### src/rtl/gate_selftest_ctrl.sv
// gate_selftest_ctrl: in-system self-test sequencer for a basic_gates instance.
// Drives the four A/B combinations (00, 01, 10, 11), waits SETTLE_CYCLES per
// vector, then checks the seven gate outputs against the truth table.
// Ports:
//   clk, rst       - rising-edge clock, synchronous active-high reset
//   start          - request a run (accepted only while idle)
//   gate_out[6:0]  - gate outputs {XNOR, XOR, NOR, NAND, NOTA, OR, AND}
//   a, b           - registered gate inputs
//   busy           - run in progress
//   done           - one-cycle pulse when a run completes
//   pass           - last run had no mismatches
//   fail_mask[6:0] - sticky per-gate mismatch flags of the last run
//   fail_count[4:0]- number of mismatching (vector, gate) pairs, 0..28
module gate_selftest_ctrl #(
  parameter int unsigned SETTLE_CYCLES = 2
) (
  input  logic       clk,
  input  logic       rst,
  input  logic       start,
  input  logic [6:0] gate_out,
  output logic       a,
  output logic       b,
  output logic       busy,
  output logic       done,
  output logic       pass,
  output logic [6:0] fail_mask,
  output logic [4:0] fail_count
);

  localparam int unsigned CNT_W  = 4;
  localparam int unsigned VEC_W  = 2;
  localparam int unsigned NGATES = 7;
  localparam int unsigned FC_W   = 5;
  localparam int unsigned PC_W   = 3;

  typedef enum logic [1:0] {
    S_IDLE   = 2'd0,
    S_SETTLE = 2'd1,
    S_CHECK  = 2'd2
  } state_t;

  state_t              r_state, w_state_nxt;
  logic [VEC_W-1:0]    r_vec, w_vec_nxt;
  logic [CNT_W-1:0]    r_cnt, w_cnt_nxt;
  logic                r_a, w_a_nxt;
  logic                r_b, w_b_nxt;
  logic                r_busy, w_busy_nxt;
  logic                r_done, w_done_nxt;
  logic                r_pass, w_pass_nxt;
  logic [NGATES-1:0]   r_fail_mask, w_fail_mask_nxt;
  logic [FC_W-1:0]     r_fail_count, w_fail_count_nxt;

  logic [NGATES-1:0]   w_expected;
  logic [NGATES-1:0]   w_mismatch;
  logic [PC_W-1:0]     w_popcnt;
  logic [VEC_W-1:0]    w_vec_inc;

  // Truth table for the vector currently applied, and per-gate mismatches
  always_comb begin
    w_expected = {~(r_a ^ r_b), r_a ^ r_b, ~(r_a | r_b), ~(r_a & r_b),
                  ~r_a, r_a | r_b, r_a & r_b};
    w_mismatch = gate_out ^ w_expected;
    w_popcnt   = '0;
    for (int i = 0; i < int'(NGATES); i++) begin
      w_popcnt = w_popcnt + PC_W'(w_mismatch[i]);
    end
  end

  assign w_vec_inc = r_vec + VEC_W'(1);

  // Next-state and next-output logic
  always_comb begin
    w_state_nxt      = r_state;
    w_vec_nxt        = r_vec;
    w_cnt_nxt        = r_cnt;
    w_a_nxt          = r_a;
    w_b_nxt          = r_b;
    w_done_nxt       = 1'b0;
    w_pass_nxt       = r_pass;
    w_fail_mask_nxt  = r_fail_mask;
    w_fail_count_nxt = r_fail_count;

    case (r_state)
      S_IDLE: begin
        if (start) begin
          w_state_nxt      = S_SETTLE;
          w_vec_nxt        = '0;
          w_cnt_nxt        = '0;
          w_a_nxt          = 1'b0;
          w_b_nxt          = 1'b0;
          w_pass_nxt       = 1'b0;
          w_fail_mask_nxt  = '0;
          w_fail_count_nxt = '0;
        end
      end
      S_SETTLE: begin
        w_cnt_nxt = r_cnt + CNT_W'(1);
        if (r_cnt == CNT_W'(SETTLE_CYCLES - 1)) begin
          w_state_nxt = S_CHECK;
        end
      end
      S_CHECK: begin
        w_fail_mask_nxt  = r_fail_mask | w_mismatch;
        w_fail_count_nxt = r_fail_count + FC_W'(w_popcnt);
        if (r_vec != VEC_W'(3)) begin
          w_state_nxt = S_SETTLE;
          w_vec_nxt   = w_vec_inc;
          w_a_nxt     = w_vec_inc[1];
          w_b_nxt     = w_vec_inc[0];
          w_cnt_nxt   = '0;
        end else begin
          // Last vector: a/b already sit at 1/1 and hold there
          w_state_nxt = S_IDLE;
          w_done_nxt  = 1'b1;
          w_pass_nxt  = ((r_fail_mask | w_mismatch) == '0);
        end
      end
      default: begin
        w_state_nxt = S_IDLE;
      end
    endcase

    w_busy_nxt = (w_state_nxt != S_IDLE);
  end

  // State and output registers
  always_ff @(posedge clk) begin
    if (rst) begin
      r_state      <= S_IDLE;
      r_vec        <= '0;
      r_cnt        <= '0;
      r_a          <= 1'b0;
      r_b          <= 1'b0;
      r_busy       <= 1'b0;
      r_done       <= 1'b0;
      r_pass       <= 1'b0;
      r_fail_mask  <= '0;
      r_fail_count <= '0;
    end else begin
      r_state      <= w_state_nxt;
      r_vec        <= w_vec_nxt;
      r_cnt        <= w_cnt_nxt;
      r_a          <= w_a_nxt;
      r_b          <= w_b_nxt;
      r_busy       <= w_busy_nxt;
      r_done       <= w_done_nxt;
      r_pass       <= w_pass_nxt;
      r_fail_mask  <= w_fail_mask_nxt;
      r_fail_count <= w_fail_count_nxt;
    end
  end

  assign a          = r_a;
  assign b          = r_b;
  assign busy       = r_busy;
  assign done       = r_done;
  assign pass       = r_pass;
  assign fail_mask  = r_fail_mask;
  assign fail_count = r_fail_count;

endmodule

### config.mk
export PLATFORM = sky130hd
export DESIGN_NAME = gate_selftest_ctrl
export DESIGN_NICKNAME = d
export VERILOG_FILES = /design/src/rtl/gate_selftest_ctrl.sv
export SDC_FILE = /design/constraint.sdc
export NUM_CORES = 1
export LEC_CHECK = 0
export ABC_AREA = 1
export CAP_MARGIN = 20
export CORE_UTILIZATION = 45
export DETAILED_ROUTE_END_ITERATION = 7
export DONT_BUFFER_PORTS = 1
export PLACE_DENSITY = 0.71
export SLEW_MARGIN = 20
export SYNTH_ARGS = -nofsm -noshare
export SYNTH_HDL_FRONTEND = slang
export SYNTH_SLANG_ARGS = --single-unit
### constraint.sdc
create_clock -name clk -period 7.07 [get_ports clk]
set_input_delay 0 -clock clk [delete_from_list [all_inputs] [get_ports clk]]
set_output_delay 0 -clock clk [all_outputs]
set_load 0.02 [all_outputs]
==> results list <==
* Mean routed wirelength per cell: 12.2 µm
* Antenna violations before repair: 0
- Once the floorplan was initialized, standard cells occupied 48.1% of the core.
- The HPWL after detailed placement is 2.21 mm.
- TritonCTS clock tree: built
- Area of the mapped netlist: 0.00135 mm²
* Run status: complete, but fails checks
- The net count of the finished layout is 221.
* Area of the multi-input gates: 757 µm²
- Ports placed on the boundary: 27
- Leaving out fill and tap cells, the most frequent cell in the layout is nand2_1.
- Post-CTS setup buffers: 0
* Worst slew margin relative to its limit: 64.5%
- The clock net in this run drives a total of 23 sinks.
- From synthesis to final layout, the design area changed by 7.24%.
- Global routing used 18.9% of the available tracks across all layers.
* Final cycle utilization of the critical path: 52.6%
* Reported leakage power: 0.000643 µW
- Pin count of the biggest net entering global routing: 15
* Setup-failing EPs final: 0
* Data arrival at the endpoint of the critical path: 3950 ps
- Routed vias/inst: 5.30
- The worst setup path is launched from a register.
- Post-detailed-route count of antenna-violating nets: 0
- The hold violation count in the final report came to 0.
- Number of pins with negative max-slew slack in the final report: 0
* Vias in the first global route: 1125
- The synthesized design contains 23 register bits.
- Between clock sinks in the finished design, the worst skew comes to 5.30 ps.
* Max Fanout on Critical Path: 5
- Counting every instance in the synthesized netlist gives 189.
- Internal Power: 171 µW
- The worst path meets setup with 3350 ps of slack.
- Share of total power in the clock network: 26.4%
- Of the total power, combinational logic draws 17.9%.
- Fraction of final layout cells sized beyond drive strength 1: 4.10%
- Counting I/O delays and the setup requirement, the final critical path takes 3720 ps.
- Type of the setup path with the least slack: register to register
- Detailed routing inserted a total of 1197 vias.
- Clock root buffer: clkbuf_4
- Number of buffers on the longest clock path: 2
- Failing checks: design-rule violations
- The die covers 0.00322 mm².
- Clock input transition at the sequential cells of the worst setup and hold paths: 140 ps
- IR analysis of the VDD net gives a maximum drop of 120 µV.
- Port buffer count: 0
* Wire length of the first global-routing pass: 4.77 mm
* Total inserted antenna cells: 0
- The floorplan has 19 rows.
* Ratio of total power to cell area: 168 mW/mm²
- Critical path data required time: 7310 ps
- Across the whole layout, storage elements account for 460 µm².
- Mean post-synth cell area: 7.14 µm²
* Residual overflow from global routing: 0
* Fill count: 281
* Commonest cells after routing, fill and taps aside: 44 x nand2_1, 32 x inv_1, 25 x nor2_1, 23 x dfxtp_1, 16 x a21oi_1
- Along the worst hold path, the cell count comes to 3.
* Main synth FF type: dfxtp_1
- In this run the number of H-tree levels came out at 1.
- Post-synthesis sequential area ratio: 34.1%
- DR pass1 iterations: 6
- Post_cts resized: 0
* Detailed router's first-iteration violation count: 31
- Proportion of power drawn by flip-flops and latches: 55.6%
- Transition time of the tightest slew-check pin: 529 ps
- The floorplan step defined a core boundary enclosing 0.00281 mm².
* Worst Hold Class: input pin to register
- After detailed routing, the number of remaining DRC violations is 2.
- The die is 56.7 µm tall.
- Before CTS, the worst setup slack after placement is 3360 ps.
* Synth unique cells: 20
- Routability congestion estimate from global placement: 0.881
- Across the run, the number of max-cap violations was 0.
* Summed negative setup slack over all endpoints: 0 ps
* Endpoint type of the worst setup path: register
- Of the total power, the share spent switching nets is 30.0%.
- Setup repair after global routing left no endpoint under its margin.
- Net switching power of the design: 73.0 µW
* Total nets after synthesis: 214
* Number of warnings reported in the yosys synthesis log: 0
* Aggregate routed wire length: 2.76 mm
* Share of async-settable or async-resettable flops after synthesis: 0%
- Achievable Freq: 269 MHz
- Die extent in x: 56.7 µm
- Depth of the worst register-to-register path: 16
- Worst-skew pair later-pin latency: 320 ps
- Count of flip-flops with a built-in enable after synthesis: 0
* CTS buffer count: 3
[metal layers]
layer  up-vias  share of wire (%)  wire length, µm  GRT usage (%)
li1        605                  -                -              -
met1       565                 46             1260           22.6
met2        25                 49             1350           32.1
met3         2                4.8              133           6.45
met4         0               0.58               16           4.88
met5         -                  0                0              0
[registers in the layout, summed over array words and instances, names as in the netlist]
name and flops:
r_state 2, fail_count 5, r_vec 2, done 1
busy 1, r_cnt 4, pass 1, fail_mask 7
[timing repair]
item,in CTS,in global routing
endpoints found under the setup margin,0,0
hold endpoints to repair,19,0
hold buffers,4,0
[logic make-up (layout without fill, tap and decap cells)]
| group | after synthesis | count (layout) | synth area share (%) |
|---|---|---|---|
| buf+inv | 34 | 40 | 9.74 |
| flops | 23 | 23 | 34.1 |
| compound gates | 20 | 20 | 7.70 |
| simple gates | 97 | 97 | 32.3 |
| fa+ha+maj | 15 | 15 | 16.1 |
[worst max-delay path: stages, from the launching register on]
cell and delay, ps:
dfxtp_1 540, ha_1 300, inv_1 100, nand2_1 60, nand2_1 80, fa_1 480
inv_1 50, fa_1 470, inv_1 50, fa_1 500, inv_1 40, ha_1 210
fa_1 400, nand3_1 100, a21oi_1 80, a21oi_1 120, nor2_1 50
[path summary, 6_finish.rpt]
kind | slack [ps] | to | startpoint
hold / removal | 10 | fail_mask[2]$_SDFFE_PP0P_ | gate_out[2]
hold reg to reg | 530 | r_cnt[3]$_SDFFE_PP0P_ | r_cnt[3]$_SDFFE_PP0P_
setup / recovery | 3350 | fail_count[4]$_SDFFE_PP0P_ | r_vec[1]$_SDFFE_PP0P_
setup reg to reg | 3350 | fail_count[4]$_SDFFE_PP0P_ | r_vec[1]$_SDFFE_PP0P_
[per-stage QoR]
stage                     hold slack, ps  instances  instance area, µm²  total power [µW]  utilization [%]
final                               14.3        226                1450               244             51.6
after global routing                16.3        226                1450               258             51.6
after CTS                           7.03        226                1450               247             51.6
after detailed placement            72.9        218                1380               179             49.1
after global placement              70.5        218                1380               176             49.1
after floorplan                     69.1        189                1350               170                -
[synth_stat cells, types with 2 or more instances]
master     n  area (µm²)
nor3b_1    7        52.6
and2_1     3        18.8
nor2_1    25        93.8
nand3_1   11        55.1
a21oi_1   16        80.1
inv_1     32         120
dfxtp_1   23         460
fa_1       4        80.1
nand3b_1   2        15.0
ha_1      11         138
o21ai_0    3        15.0
nand2_1   44         165
[power by group through the flow]
stage	Sequential [µW]	Combinational [µW]	Clock, µW
after CTS	136	43.9	67.3
after detailed placement	138	40.7	0
after floorplan	138	32.1	0
after global placement	138	38.0	0
after global routing	136	50.9	71.6
final	136	43.7	64.4
[final cells by class]
cell class              instances  share of cell area, %
clock buffers                   3                   1.56
clock inverters                 1                  0.519
inverters                      32                   8.30
multi-input cells             132                   52.3
flip-flops and latches         23                   31.8
well taps                      31                   2.68
repair buffers                  4                   2.77
(Power assumes the default switching activity.)
